### src/rtl/lottery_pkg.sv
// Shared types, error codes and prize arithmetic for the multi-ticket bet checker.
package lottery_pkg;

  typedef enum logic [1:0] {
    LOAD_WIN = 2'd0,
    IDLE     = 2'd1,
    BET      = 2'd2,
    SCORE    = 2'd3
  } state_t;

  localparam logic [1:0] ERR_NONE = 2'b00;
  localparam logic [1:0] ERR_DUP  = 2'b01;
  localparam logic [1:0] ERR_ZERO = 2'b10;
  localparam logic [1:0] ERR_RD   = 2'b11;

  // Prize for one ticket: square of the hit count once the hit count is high enough.
  function automatic int prize(input int hit, input int min_hit);
    return (hit >= min_hit) ? hit * hit : 0;
  endfunction

  // Add a prize to the running total, clamping at the largest value sum_w bits can hold.
  function automatic int sat_add(input int sum, input int prz, input int sum_w);
    longint total;
    longint max_val;
    total   = longint'(sum) + longint'(prz);
    max_val = (longint'(1) << sum_w) - 1;
    return (total > max_val) ? int'(max_val) : int'(total);
  endfunction

endpackage

### src/rtl/check_bet_multi_bet_match.sv
// Combinational lookup of one number against the occupied slots of the winning set.
module bet_match #(
  parameter int NUM_W = 5,
  parameter int BALLS = 4
) (
  input  logic [NUM_W-1:0]            num,
  input  logic [BALLS-1:0][NUM_W-1:0] win,
  input  logic [BALLS-1:0]            valid,
  output logic                        match
);

  // OR together the equality of every occupied slot.
  always_comb begin
    // NOTE: assigning the default first keeps every path driven, so no latch is inferred.
    match = 1'b0;
    for (int i = 0; i < BALLS; i++) begin
      if (valid[i] && (win[i] == num)) match = 1'b1;
    end
  end

endmodule

### src/rtl/check_bet_multi.sv
// Multi-ticket bet checker: loads a winning draw, scores a stream of tickets,
// and keeps a saturating prize total across tickets and draws.
module check_bet_multi
  import lottery_pkg::*;
#(
  parameter int NUM_W   = 5,
  parameter int BALLS   = 4,
  parameter int SUM_W   = 10,
  parameter int MIN_HIT = 2,
  localparam int HIT_W  = $clog2(BALLS + 1)
) (
  input  logic             clk,
  input  logic             reset,
  input  logic             new_draw,
  input  logic             win_valid,
  input  logic [NUM_W-1:0] win_num,
  output logic             win_ready,
  input  logic             bet_valid,
  input  logic [NUM_W-1:0] bet_num,
  output logic             bet_ready,
  input  logic             rd_err,
  output logic             ticket_done,
  output logic [HIT_W-1:0] hit,
  output logic [SUM_W-1:0] sum,
  output logic [1:0]       err
);

  state_t state, state_next;

  logic [BALLS-1:0][NUM_W-1:0] win_regs;
  logic [HIT_W-1:0]            win_cnt;
  logic [HIT_W-1:0]            bet_cnt;
  logic [HIT_W-1:0]            run_hit;
  logic [2**NUM_W-1:0]         picked;     // numbers already entered on this ticket

  logic [BALLS-1:0] win_mask;
  logic             win_dup;
  logic             bet_hit;
  logic [HIT_W-1:0] final_hit;
  logic [SUM_W-1:0] next_sum;

  logic [1:0] err_next;
  logic       win_store;
  logic       win_clear;
  logic       bet_accept;
  logic       ticket_clear;
  logic       score;

  // Only slots below win_cnt hold live winning numbers; stale slots are ignored.
  always_comb begin
    win_mask = '0;
    for (int i = 0; i < BALLS; i++) win_mask[i] = (HIT_W'(i) < win_cnt);
  end

  bet_match #(.NUM_W(NUM_W), .BALLS(BALLS)) u_win_dup (
    .num   (win_num),
    .win   (win_regs),
    .valid (win_mask),
    .match (win_dup)
  );

  bet_match #(.NUM_W(NUM_W), .BALLS(BALLS)) u_bet_hit (
    .num   (bet_num),
    .win   (win_regs),
    .valid (win_mask),
    .match (bet_hit)
  );

  assign final_hit = run_hit + HIT_W'(bet_hit);
  assign next_sum  = SUM_W'(sat_add(int'(sum), prize(int'(final_hit), MIN_HIT), SUM_W));

  assign win_ready   = (state == LOAD_WIN);
  assign bet_ready   = (state == IDLE) || (state == BET);
  assign ticket_done = (state == SCORE);

  // State register.
  always_ff @(posedge clk or posedge reset) begin
    // NOTE: non-blocking assignments make every flop sample pre-edge values, avoiding order races.
    if (reset) state <= LOAD_WIN;
    else       state <= state_next;
  end

  // Next-state decode plus the datapath strobes and the error code for this edge.
  always_comb begin
    state_next   = state;
    err_next     = ERR_NONE;
    win_store    = 1'b0;
    win_clear    = 1'b0;
    bet_accept   = 1'b0;
    ticket_clear = 1'b0;
    score        = 1'b0;
    if (new_draw) begin
      state_next   = LOAD_WIN;
      win_clear    = 1'b1;
      ticket_clear = 1'b1;
    end else begin
      case (state)
        LOAD_WIN: begin
          if (rd_err) begin
            win_clear = 1'b1;
            err_next  = ERR_RD;
          end else if (win_valid) begin
            if (win_num == '0)  err_next = ERR_ZERO;
            else if (win_dup)   err_next = ERR_DUP;
            else begin
              win_store = 1'b1;
              if (win_cnt == HIT_W'(BALLS - 1)) state_next = IDLE;
            end
          end
        end
        IDLE, BET: begin
          if (rd_err) begin
            ticket_clear = 1'b1;
            err_next     = ERR_RD;
            state_next   = IDLE;
          end else if (bet_valid) begin
            if (bet_num == '0)        err_next = ERR_ZERO;
            else if (picked[bet_num]) err_next = ERR_DUP;
            else begin
              bet_accept = 1'b1;
              if (bet_cnt == HIT_W'(BALLS - 1)) begin
                score      = 1'b1;
                state_next = SCORE;
              end else begin
                state_next = BET;
              end
            end
          end
        end
        SCORE: begin
          ticket_clear = 1'b1;
          state_next   = IDLE;
        end
        default: state_next = LOAD_WIN;
      endcase
    end
  end

  // Winning set, ticket progress, score outputs and the registered error pulse.
  always_ff @(posedge clk or posedge reset) begin
    if (reset) begin
      // NOTE: the winning slots and ticket bitmap are flop arrays, not RAM, so they reset like any register.
      win_regs <= '0;
      win_cnt  <= '0;
      bet_cnt  <= '0;
      run_hit  <= '0;
      picked   <= '0;
      hit      <= '0;
      sum      <= '0;
      err      <= ERR_NONE;
    end else begin
      err <= err_next;
      // Clearing the count is enough to empty the set: slots at or above win_cnt are masked out.
      if (win_clear) begin
        win_cnt <= '0;
      end else if (win_store) begin
        for (int i = 0; i < BALLS; i++) begin
          if (win_cnt == HIT_W'(i)) win_regs[i] <= win_num;
        end
        win_cnt <= win_cnt + 1'b1;
      end
      if (ticket_clear) begin
        bet_cnt <= '0;
        run_hit <= '0;
        picked  <= '0;
      end else if (bet_accept) begin
        picked[bet_num] <= 1'b1;
        bet_cnt         <= bet_cnt + 1'b1;
        run_hit         <= final_hit;
      end
      if (score) begin
        hit <= final_hit;
        sum <= next_sum;
      end
    end
  end

endmodule

### config.mk
export PLATFORM = sky130hd
export DESIGN_NAME = check_bet_multi
export DESIGN_NICKNAME = d
export VERILOG_FILES = /design/src/rtl/lottery_pkg.sv /design/src/rtl/check_bet_multi_bet_match.sv /design/src/rtl/check_bet_multi.sv
export SDC_FILE = /design/constraint.sdc
export NUM_CORES = 1
export LEC_CHECK = 0
export BUFFER_PORTS_ARGS = -buffer_cell sky130_fd_sc_hd__buf_2
export CAP_MARGIN = 25
export CELL_PAD_IN_SITES_DETAIL_PLACEMENT = 1
export CELL_PAD_IN_SITES_GLOBAL_PLACEMENT = 1
export CORE_UTILIZATION = 45
export DETAILED_ROUTE_END_ITERATION = 10
export HOLD_SLACK_MARGIN = 0.15
export PLACE_DENSITY_LB_ADDON = 0.1
export SETUP_SLACK_MARGIN = 0.2
export SLEW_MARGIN = 25
export SYNTH_ARGS = -nofsm -noshare
export SYNTH_HDL_FRONTEND = slang
export SYNTH_SLANG_ARGS = --single-unit
### constraint.sdc
create_clock -name clk -period 5.65 [get_ports clk]
set_input_delay 0.2825 -clock clk [delete_from_list [all_inputs] [get_ports clk]]
set_output_delay 0.2825 -clock clk [all_outputs]
set_load 0.05 [all_outputs]
Word level (Yosys, flattened, before mapping)

Index checks and enable logic that the tools add are counted.

Bits in registers: 78
Logic and storage cells: 140

Add/subtract/negate cells: 4
Multiply operators: 1
Magnitude comparators: 8
Equality and inequality tests: 23
Muxes and demuxes: 68
Bitwise gates (word level): 2
Reduce and logical (&&, ||, !) cells: 22

Operators by type and width:

| kind                 | number |
|---|---|
| $mux 32              | 2 |
| $eq 5x5->1           | 8 |
| $mux 1               | 36 |
| $mux 2               | 17 |
| $or 32x32->32        | 1 |
| $mux 3               | 6 |
| $ne 3x3->1 const B   | 4 |
| $ne 4x4->1 const B   | 3 |
| $reduce_and 3->1     | 4 |
| $add 10x6->11        | 1 |
| $gt 11x10->1 const B | 1 |
| $logic_not 5->1      | 2 |
| $mux 10              | 1 |
| $eq 3x2->1 const B   | 3 |
| $logic_and 1x1->1    | 9 |
| $reduce_and 8->1     | 1 |
| $add 3x1->3 const B  | 2 |
| $lt 1x3->1 const A   | 2 |
| $lt 2x3->1 const A   | 2 |
| $lt 5x6->1 const B   | 1 |
| $mul 3x3->6          | 1 |
| $mux 6               | 1 |
| $pmux 2 s3           | 1 |
| $bmux 1 s5           | 1 |
| 16 further kinds     | 18 |

Longest topological paths before layout

Gate-level depths: netlist of the first run.

Word-level depth: 14
Mapped depth: 20

Cells and area by module

A second synthesis of the first run with hierarchy kept.

Cell total of the unflattened synthesis: 421
Area total of the unflattened synthesis: 4576.9 µm²

By module, submodules not included:

| module          | instances | cells an instance | area an instance (µm²) | seq. area each (µm²) |
|---|---|---|---|---|
| check_bet_multi | 1         | 363               | 4091.4                 | 1951.9 |
| bet_match       | 2         | 29                | 242.7                  | 0.0 |

Worst setup path before layout of the first run

Ideal clock, no wire load.

Path kind: input -> register
Start point: in bet_num[4]
End point: reg sum[0]
Setup time: 0.121 ns
Arrival time: 3.844 ns
Slack: 1.685 ns
Stages on the path: 19
Buffers on the path: 1
Cell sequence: buf_1 -> xnor2_1 -> nand4_1 -> nor3_1 -> a31oi_1 -> nand3_1 -> ha_1 -> ha_1 -> xor2_1 -> and2_1 -> or2_2 -> ha_1 -> ha_1 -> a21o_1 -> a21oi_1 -> nor2b_1 -> o311ai_0 -> nand2_1 -> o22a_1

Longest elaborated chain between the ends: 12
Elaborated cells on any way between the ends: 28
Those cells by class: add/sub (2); mul (1); order compare (2); eq/ne (4); mux (14); reduce/logical (5)

RTL lines:

| item                                      | RTL line                        | text |
|---|---|---|
| start, declared                           | check_bet_multi.sv:19           | `input logic [NUM_W-1:0] bet_num,` |
| $eq 5x5->1                                | check_bet_multi_bet_match.sv:17 | `if (valid[i] && (win[i] == num)) match = 1'b1;` |
| $logic_and 1x1->1                         | check_bet_multi_bet_match.sv:17 |  |
| $mux 1 (4 in a row)                       | check_bet_multi_bet_match.sv:17 |  |
| $add 3x1->3                               | check_bet_multi.sv:69           | `assign final_hit = run_hit + HIT_W'(bet_hit);` |
| $mul 3x3->6 or $ge 3x2->1 (tied branches) | lottery_pkg.sv:18               | `return (hit >= min_hit) ? hit * hit : 0;` |
| $mux 6                                    | lottery_pkg.sv:18               |  |
| $add 10x6->11                             | lottery_pkg.sv:25               | `total = longint'(sum) + longint'(prz);` |
| $gt 11x10->1                              | lottery_pkg.sv:27               | `return (total > max_val) ? int'(max_val) : int'(total);` |
| $mux 10                                   | lottery_pkg.sv:27               |  |
| end signal, assigned                      | check_bet_multi.sv:173          | `sum <= next_sum;` |
| end, declared                             | check_bet_multi.sv:24           | `output logic [SUM_W-1:0] sum,` |

Parallel ways exist; a longest one is shown, timed or not. The select of a mux whose other input is x is not followed.
A chain may end at the register's enable or synchronous reset.

Final worst setup path of the first run

Start point: reg win_cnt[2]
End point: reg sum[1]

Longest elaborated chain between the ends: 12
Elaborated cells on any way between the ends: 19
Those cells by class: add/sub (2); mul (1); order compare (6); mux (6); reduce/logical (4)

RTL lines:

| item                                      | RTL line                        | text |
|---|---|---|
| start, declared                           | check_bet_multi.sv:31           | `logic [HIT_W-1:0] win_cnt;` |
| start signal, assigned                    | check_bet_multi.sv:160          | `win_cnt <= win_cnt + 1'b1;` |
| $lt 1x3->1                                | check_bet_multi.sv:52           | `for (int i = 0; i < BALLS; i++) win_mask[i] = (HIT_W'(i) < win_cnt);` |
| $logic_and 1x1->1                         | check_bet_multi_bet_match.sv:17 |  |
| $mux 1 (3 in a row)                       | check_bet_multi_bet_match.sv:17 |  |
| $mux 1 (*)                                | check_bet_multi_bet_match.sv:17 |  |
| $add 3x1->3 (*)                           | check_bet_multi.sv:69           |  |
| $mul 3x3->6 or $ge 3x2->1 (tied branches) | lottery_pkg.sv:18               |  |
| $mux 6 (*)                                | lottery_pkg.sv:18               |  |
| $add 10x6->11 (*)                         | lottery_pkg.sv:25               |  |
| $gt 11x10->1                              | lottery_pkg.sv:27               |  |
| $mux 10 (*)                               | lottery_pkg.sv:27               |  |

Mark *: on every way between the ends. The rest lies on a longest branch, timed or not.

==> flow_metrics.env, run 1 <==
export IMPL_path_clk_slew_ns=0.09
export IMPL_netlist_area_leader_share_pct=43.2
export IMPL_num_vias=3366
export IMPL_nets=464
export IMPL_synth_top_area_cell="dfrtp_1"
export IMPL_antenna_found_initial=0
export IMPL_layout_commonest_cell="dfrtp_1"
export IMPL_worstSetupPathType="reg2reg"
export IMPL_fmax_ghz=0.223
export IMPL_vias_per_cell=5.91
export IMPL_area_growth_pct=10.2
export IMPL_core_area_sq_um=9770
export IMPL_final_cell_area_sq_um=4980
export IMPL_required_ns=5.89
export IMPL_synth_seq_area_share_pct=43.2
export IMPL_die_area_sq_um=10400
export IMPL_ant_nets=0
export IMPL_cts_sinks=78
export IMPL_cts_root_buf="clkbuf_8"
export IMPL_power_density_nw_per_um2=285
export IMPL_setup_viol=0
export IMPL_cts_tree="yes"
export IMPL_tns_ns=0
export IMPL_num_rows=36
export IMPL_syn_num_nets=444
export IMPL_boundaryPins=34
export IMPL_ys_async_sr_fraction_pct=100
export IMPL_end_kind="register"
export IMPL_irDropWorstVdd_mv=0.133
export IMPL_cp_max_fo=10
export IMPL_overflow=0
export IMPL_track_usage_pct=23.0
export IMPL_rsz0062_at_grt="no"
export IMPL_hold_buffers=0
export IMPL_startpoint_type="register"
export IMPL_placed_area_sq_um=4760
export IMPL_layout_common_cells="78 x dfrtp_1, 33 x buf_2, 32 x xor2_1, 29 x a32o_1, 25 x mux2_2"
export IMPL_ys_flop_type="dfrtp_1"
export IMPL_place_congestion=0.796
export IMPL_drt_wl_total_microns=11000
export IMPL_drv_slew=0
export IMPL_cts_buffers=9
export IMPL_drt_pass1_iter_count=4
export IMPL_min_path_type="in2async"
export IMPL_grt_pass1_wl_microns=18200
export IMPL_finalClockSkew_ns=0.00853
export IMPL_relSlewSlack_pct=41.7
export IMPL_syn_inst=412
export IMPL_synth_area_top_cells="dfrtp_1 43%, a32o_1 6.4%, mux2_2 6.2%, xor2_1 6.2%, ha_1 4.4%"
export IMPL_grt_max_degree=79
export IMPL_tightest_slew_ns=0.872
export IMPL_htree_num_levels=3
export IMPL_insertion_delay_ns=0.35
export IMPL_yosys_warnings=0
export IMPL_setup_ws_ns=1.17
export IMPL_period_needed_ns=4.48
export IMPL_leakagePower_nw=2.31
export IMPL_grt_pass1_vias=3503
export IMPL_detail_route_wl_per_cell_microns=19.3
export IMPL_cts_setup_buffers=0
export IMPL_cp_data_arrival_time_ns=4.73
export IMPL_outcome="completed"
export IMPL_drc=0
export IMPL_cts_repair_resized=0
export IMPL_avgSynthCellArea_sq_um=11.0
export IMPL_hpwlAfterDp_microns=7720
export IMPL_drt_iter0_markers=125
export IMPL_fin_crit_sh_pct=79.4
export IMPL_report_final_hold_viol_count=0
export IMPL_syn_area_sq_um=4520
export IMPL_diodes=0
export IMPL_die_x_microns=102
export IMPL_cts_buffer_depth=2
export IMPL_place_ws_ns=1.11
export IMPL_die_h_microns=102
export IMPL_cap_violations=0
export IMPL_start_util_pct=46.2
export IMPL_io_buffers=33
export IMPL_synth_edf_count=0
export IMPL_drive_above_1_share_pct=21.7
export IMPL_synthDistinctLibCells=58
export IMPL_ys_seq_elements=78
-- final cells by class --
class                   count  area (sq um)
clock buffers              10           128
clock inverters             6          92.6
fillers                  1080          4790
inverters                   7          27.5
multi-input cells         299          2410
flip-flops and latches     78          1950
well taps                 133           166
repair buffers             37           199
-- synth_stat cells (all sizes together) (6+ instances only) --
library cell / count
nor2: 25
buf: 15
xor2: 32
a21oi: 8
a32o: 29
clkbuf: 13
xnor2: 15
ha: 16
inv: 7
nand3: 11
dfrtp: 78
and2: 8
nor3: 11
o21ai: 6
nor2b: 9
nand2: 19
nand4: 6
mux2: 28
nor4: 12
-- per-stage QoR --
stage	hold WS, ns	power (mW)	instances	utilization [%]
floorplan	0.442	0.881	412	-
global placement	0.468	0.953	554	48.7
detailed placement	0.476	0.959	554	48.7
CTS	0.230	1.44	570	50.9
global route	0.180	1.49	570	50.9
finish	0.114	1.42	570	50.9
-- registers in the layout (all words and copies together), names as in the netlist --
name and cells:
win_regs 20, run_hit 3, bet_cnt 3, picked 32, err 2, sum 10, win_cnt 3, hit 3
state 2
-- final timing paths --
check | startpoint | endpoint | slack [ns] | cells past startpoint
setup / recovery | win_cnt[2] | sum[1] | 1.17 | 17
hold / removal | reset | sum[7] | 0.11 | 3
setup reg to reg | win_cnt[2] | sum[1] | 1.17 | 17
hold reg to reg | picked[1] | picked[1] | 0.49 | 2
max in group asynchronous | reset | picked[25] | 5.06 | 3
min in group clk | new_draw | err[1] | 0.25 | 2
-- per-layer routing --
layer / track usage (%) / up-vias / share of wire [%]
met2: 38.1 / 44 / 48
met3: 5.13 / 8 / 2.7
met5: 0 / - / 0
li1: - / 1577 / -
met1: 30.7 / 1737 / 48
met4: 5.05 / 0 / 0.77
-- worst max-delay path, cell delays in order (launching register included) --
cell	delay, ns
dfrtp_1	0.50
nor3_1	0.38
nor4_1	0.12
a31oi_1	0.14
nand3_1	0.12
ha_1	0.21
ha_1	0.22
xor2_1	0.21
and2_1	0.20
or2_2	0.29
ha_1	0.21
ha_1	0.21
a21o_1	0.16
a21oi_1	0.21
nor2b_1	0.10
o311ai_0	0.62
nand2_1	0.25
o22a_1	0.23
-- report_power, final --
| group | switching, mW | internal (mW) |
|---|---|---|
| Sequential | 0.0358 | 0.592 |
| Combinational | 0.211 | 0.110 |
| Clock | 0.220 | 0.252 |
-- cell families after synthesis --
kind of cell    after synthesis  synth area share, %
xor+xnor                     47                 9.11
mux                          37                 10.4
buf+inv                      35                 3.43
simple gates                122                 15.1
compound gates               77                 14.4
fa+ha+maj                    16                 4.43
flops                        78                 43.2
No activity file was read; power rests on OpenSTA's default activity.
==> run 2: changes to the inputs <==
--- a/config.mk
+++ b/config.mk
@@ -9,7 +9,7 @@
 export CAP_MARGIN = 25
 export CELL_PAD_IN_SITES_DETAIL_PLACEMENT = 1
 export CELL_PAD_IN_SITES_GLOBAL_PLACEMENT = 1
-export CORE_UTILIZATION = 45
+export CORE_UTILIZATION = 44
 export DETAILED_ROUTE_END_ITERATION = 10
 export HOLD_SLACK_MARGIN = 0.15
 export PLACE_DENSITY_LB_ADDON = 0.1
==> constraint.sdc (replaced) <==
create_clock -name clk -period 3.7 [get_ports clk]
set_input_delay 0.185 -clock clk [delete_from_list [all_inputs] [get_ports clk]]
set_output_delay 0.185 -clock clk [all_outputs]
set_load 0.05 [all_outputs]
==> run 2 against run 1 <==
Compared with the run above:
- the run now ends with setup timing left
- worst setup slack lost 1.2 ns
- register-to-register slack got worse by 1.2 ns
- combinational power up 61%
- fmax is 20% higher
- global-route usage grew 1.3 points
- final cell count up 5.1%
- routed wire length increased by 9.3%
- sequential cell count stayed put
- critical path depth is 1 higher
- clock skew increased by 0.0013 ns
- via count increased by 3.3%
- count of clock-buffer cells in the layout unchanged
- critical path type unchanged
==> flow_metrics.env, run 2 (synthesis gave the netlist of run 1 again) <==
export IMPL_outcome="finished, violations left"
export IMPL_violations="setup timing"
export IMPL_nets=493
export IMPL_drt_pass1_iter_count=4
export IMPL_core_area_sq_um=9860
export IMPL_rsz0062_at_grt="yes"
export IMPL_critical_path_startpoint="win_cnt[2]"
export IMPL_final_seq_area_sq_um=1960
export IMPL_startpoint_type="register"
export IMPL_drt_wl_total_microns=12100
export IMPL_cts_tree="yes"
export IMPL_reg_top3="picked (32), win_regs (20), sum (10)"
export IMPL_track_usage_pct=24.3
export IMPL_path_clk_slew_ns=0.09
export IMPL_tightest_slew_ns=0.874
export IMPL_placed_area_sq_um=4900
export IMPL_antenna_found_initial=0
export IMPL_cts_buffers=9
export IMPL_report_final_hold_viol_count=0
export IMPL_regMostFlops="picked"
export IMPL_fmax_ghz=0.268
export IMPL_io_buffers=33
export IMPL_largest_register_ffs=32
export IMPL_multiInputGateArea_sq_um=2590
export IMPL_place_congestion=0.792
export IMPL_cts_buffer_depth=2
export IMPL_cp_data_arrival_time_ns=3.98
export IMPL_period_needed_ns=3.73
export IMPL_start_util_pct=45.8
export IMPL_fin_crit_sh_pct=101
export IMPL_final_cell_area_sq_um=5430
export IMPL_htree_num_levels=3
export IMPL_cp_max_fo=4
export IMPL_cts_sinks=78
export IMPL_num_rows=36
export IMPL_required_ns=3.95
export IMPL_layout_commonest_cell="dfrtp_1"
export IMPL_hpwlAfterDp_microns=8040
export IMPL_diodes=0
export IMPL_drc=0
export IMPL_cts_root_buf="clkbuf_8"
export IMPL_whs_ns=0.177
export IMPL_fin_util_pct=55.1
export IMPL_area_growth_pct=20.2
export IMPL_vias_per_cell=5.80
export IMPL_relSlewSlack_pct=41.8
export IMPL_leakagePower_nw=2.48
export IMPL_setup_ws_ns=-0.0282
export IMPL_min_path_type="in2reg"
export IMPL_insertion_delay_ns=0.36
export IMPL_cap_violations=0
export IMPL_grt_max_degree=48
export IMPL_boundaryPins=34
export IMPL_worstReg2RegStart="win_cnt[2]"
export IMPL_drive_above_1_share_pct=31.8
export IMPL_grt_pass1_wl_microns=19400
export IMPL_total_power_mw=2.34
export IMPL_end_kind="register"
export IMPL_hold_start="new_draw"
export IMPL_irDropWorstVdd_mv=0.241
export IMPL_die_area_sq_um=10700
export IMPL_die_h_microns=103
export IMPL_setup_viol=1
export IMPL_worstSetupPathType="reg2reg"
export IMPL_overflow=0
export IMPL_detail_route_wl_per_cell_microns=20.1
export IMPL_die_x_microns=103
export IMPL_power_density_nw_per_um2=431
export IMPL_finalClockSkew_ns=0.00984
export IMPL_ant_nets=0
export IMPL_drv_slew=0
export IMPL_grt_pass1_vias=3731
export IMPL_layout_common_cells="75 x dfrtp_1, 33 x buf_2, 31 x xor2_1, 31 x buf_4, 29 x a32o_1"
export IMPL_drt_iter0_markers=110
export IMPL_num_vias=3477
export IMPL_fill_cells=1032
export IMPL_tns_ns=-0.0282
-- run 2: changes by cell type in the layout (fill, tap and decap cells not counted), moves of 2 or more --
cell       change
nor4_1         -2
ha_1           -7
inv_6          -2
buf_4         +28
bufinv_16      +2
dfrtp_1        -3
nor2b_1        -2
ha_4           +7
nor3_1         -2
nor4_2         +2
dfrtp_2        +3
-- run 2: where the power goes --
group | switching, mW | total, mW | internal (mW)
logic | 0.337 | 0.518 | 0.181
registers | 0.0507 | 0.955 | 0.904
clock network | 0.335 | 0.868 | 0.534
total | 0.722 | 2.34 | 1.62
-- run 2: repair_timing --
action | 4_1_cts | 5_1_grt
endpoints found under the hold margin | 46 | 0
gates resized for setup | 13 | 14
setup buffers | 7 | 5
setup endpoints to repair | 10 | 10
pin swaps | 15 | 13
hold buffers | 1 | 0
-- run 2: path summary, 6_finish.rpt --
check                              to  slack, ns  depth (start not counted)
setup / recovery               sum[9]      -0.03                         18
hold / removal                 err[0]       0.18                          2
setup reg to reg               sum[9]      -0.03                         18
hold reg to reg            picked[16]       0.49                          1
max in group asynchronous   picked[1]       2.25                          4
min in group asynchronous      sum[8]       0.50                          3
-- run 2: worst max-delay path, stage by stage, from the launching register on --
cell	delay [ns]
dfrtp_2	0.46
buf_4	0.15
nor2_4	0.11
nor3_2	0.06
a31oi_1	0.19
nand3_2	0.12
ha_4	0.18
ha_4	0.17
xor2_2	0.18
and2_4	0.18
ha_4	0.20
o21a_1	0.14
ha_4	0.29
nor2b_4	0.15
nor4_2	0.06
nor4_1	0.32
buf_4	0.18
nand4_1	0.12
mux2_4	0.33
-- run 2: per-stage QoR --
step	setup WS, ns	std cells
final	-0.0282	599
after global routing	-0.157	599
after CTS	0.107	594
after detailed placement	-0.0217	570
after global placement	-0.00135	570
after floorplan	0.202	412
-- run 2: routing by layer --
| metal | vias up | GRT usage (%) | routed length (microns) |
|---|---|---|---|
| met2 | 54 | 40.7 | 5990 |
| met1 | 1785 | 31.8 | 5500 |
| met3 | 16 | 5.11 | 369 |
| met4 | 0 | 6.83 | 199 |
| met5 | - | 0 | 0 |
| li1 | 1622 | - | - |
-- run 2: area by class of cell --
class                      instances  area share (%)
clock buffer                      10            2.53
clock inverter                     6            2.44
inverter                           7           0.507
multi-input combinational        299            47.8
sequential                        78            36.0
tap                              133            3.06
timing repair buffer              66            7.71
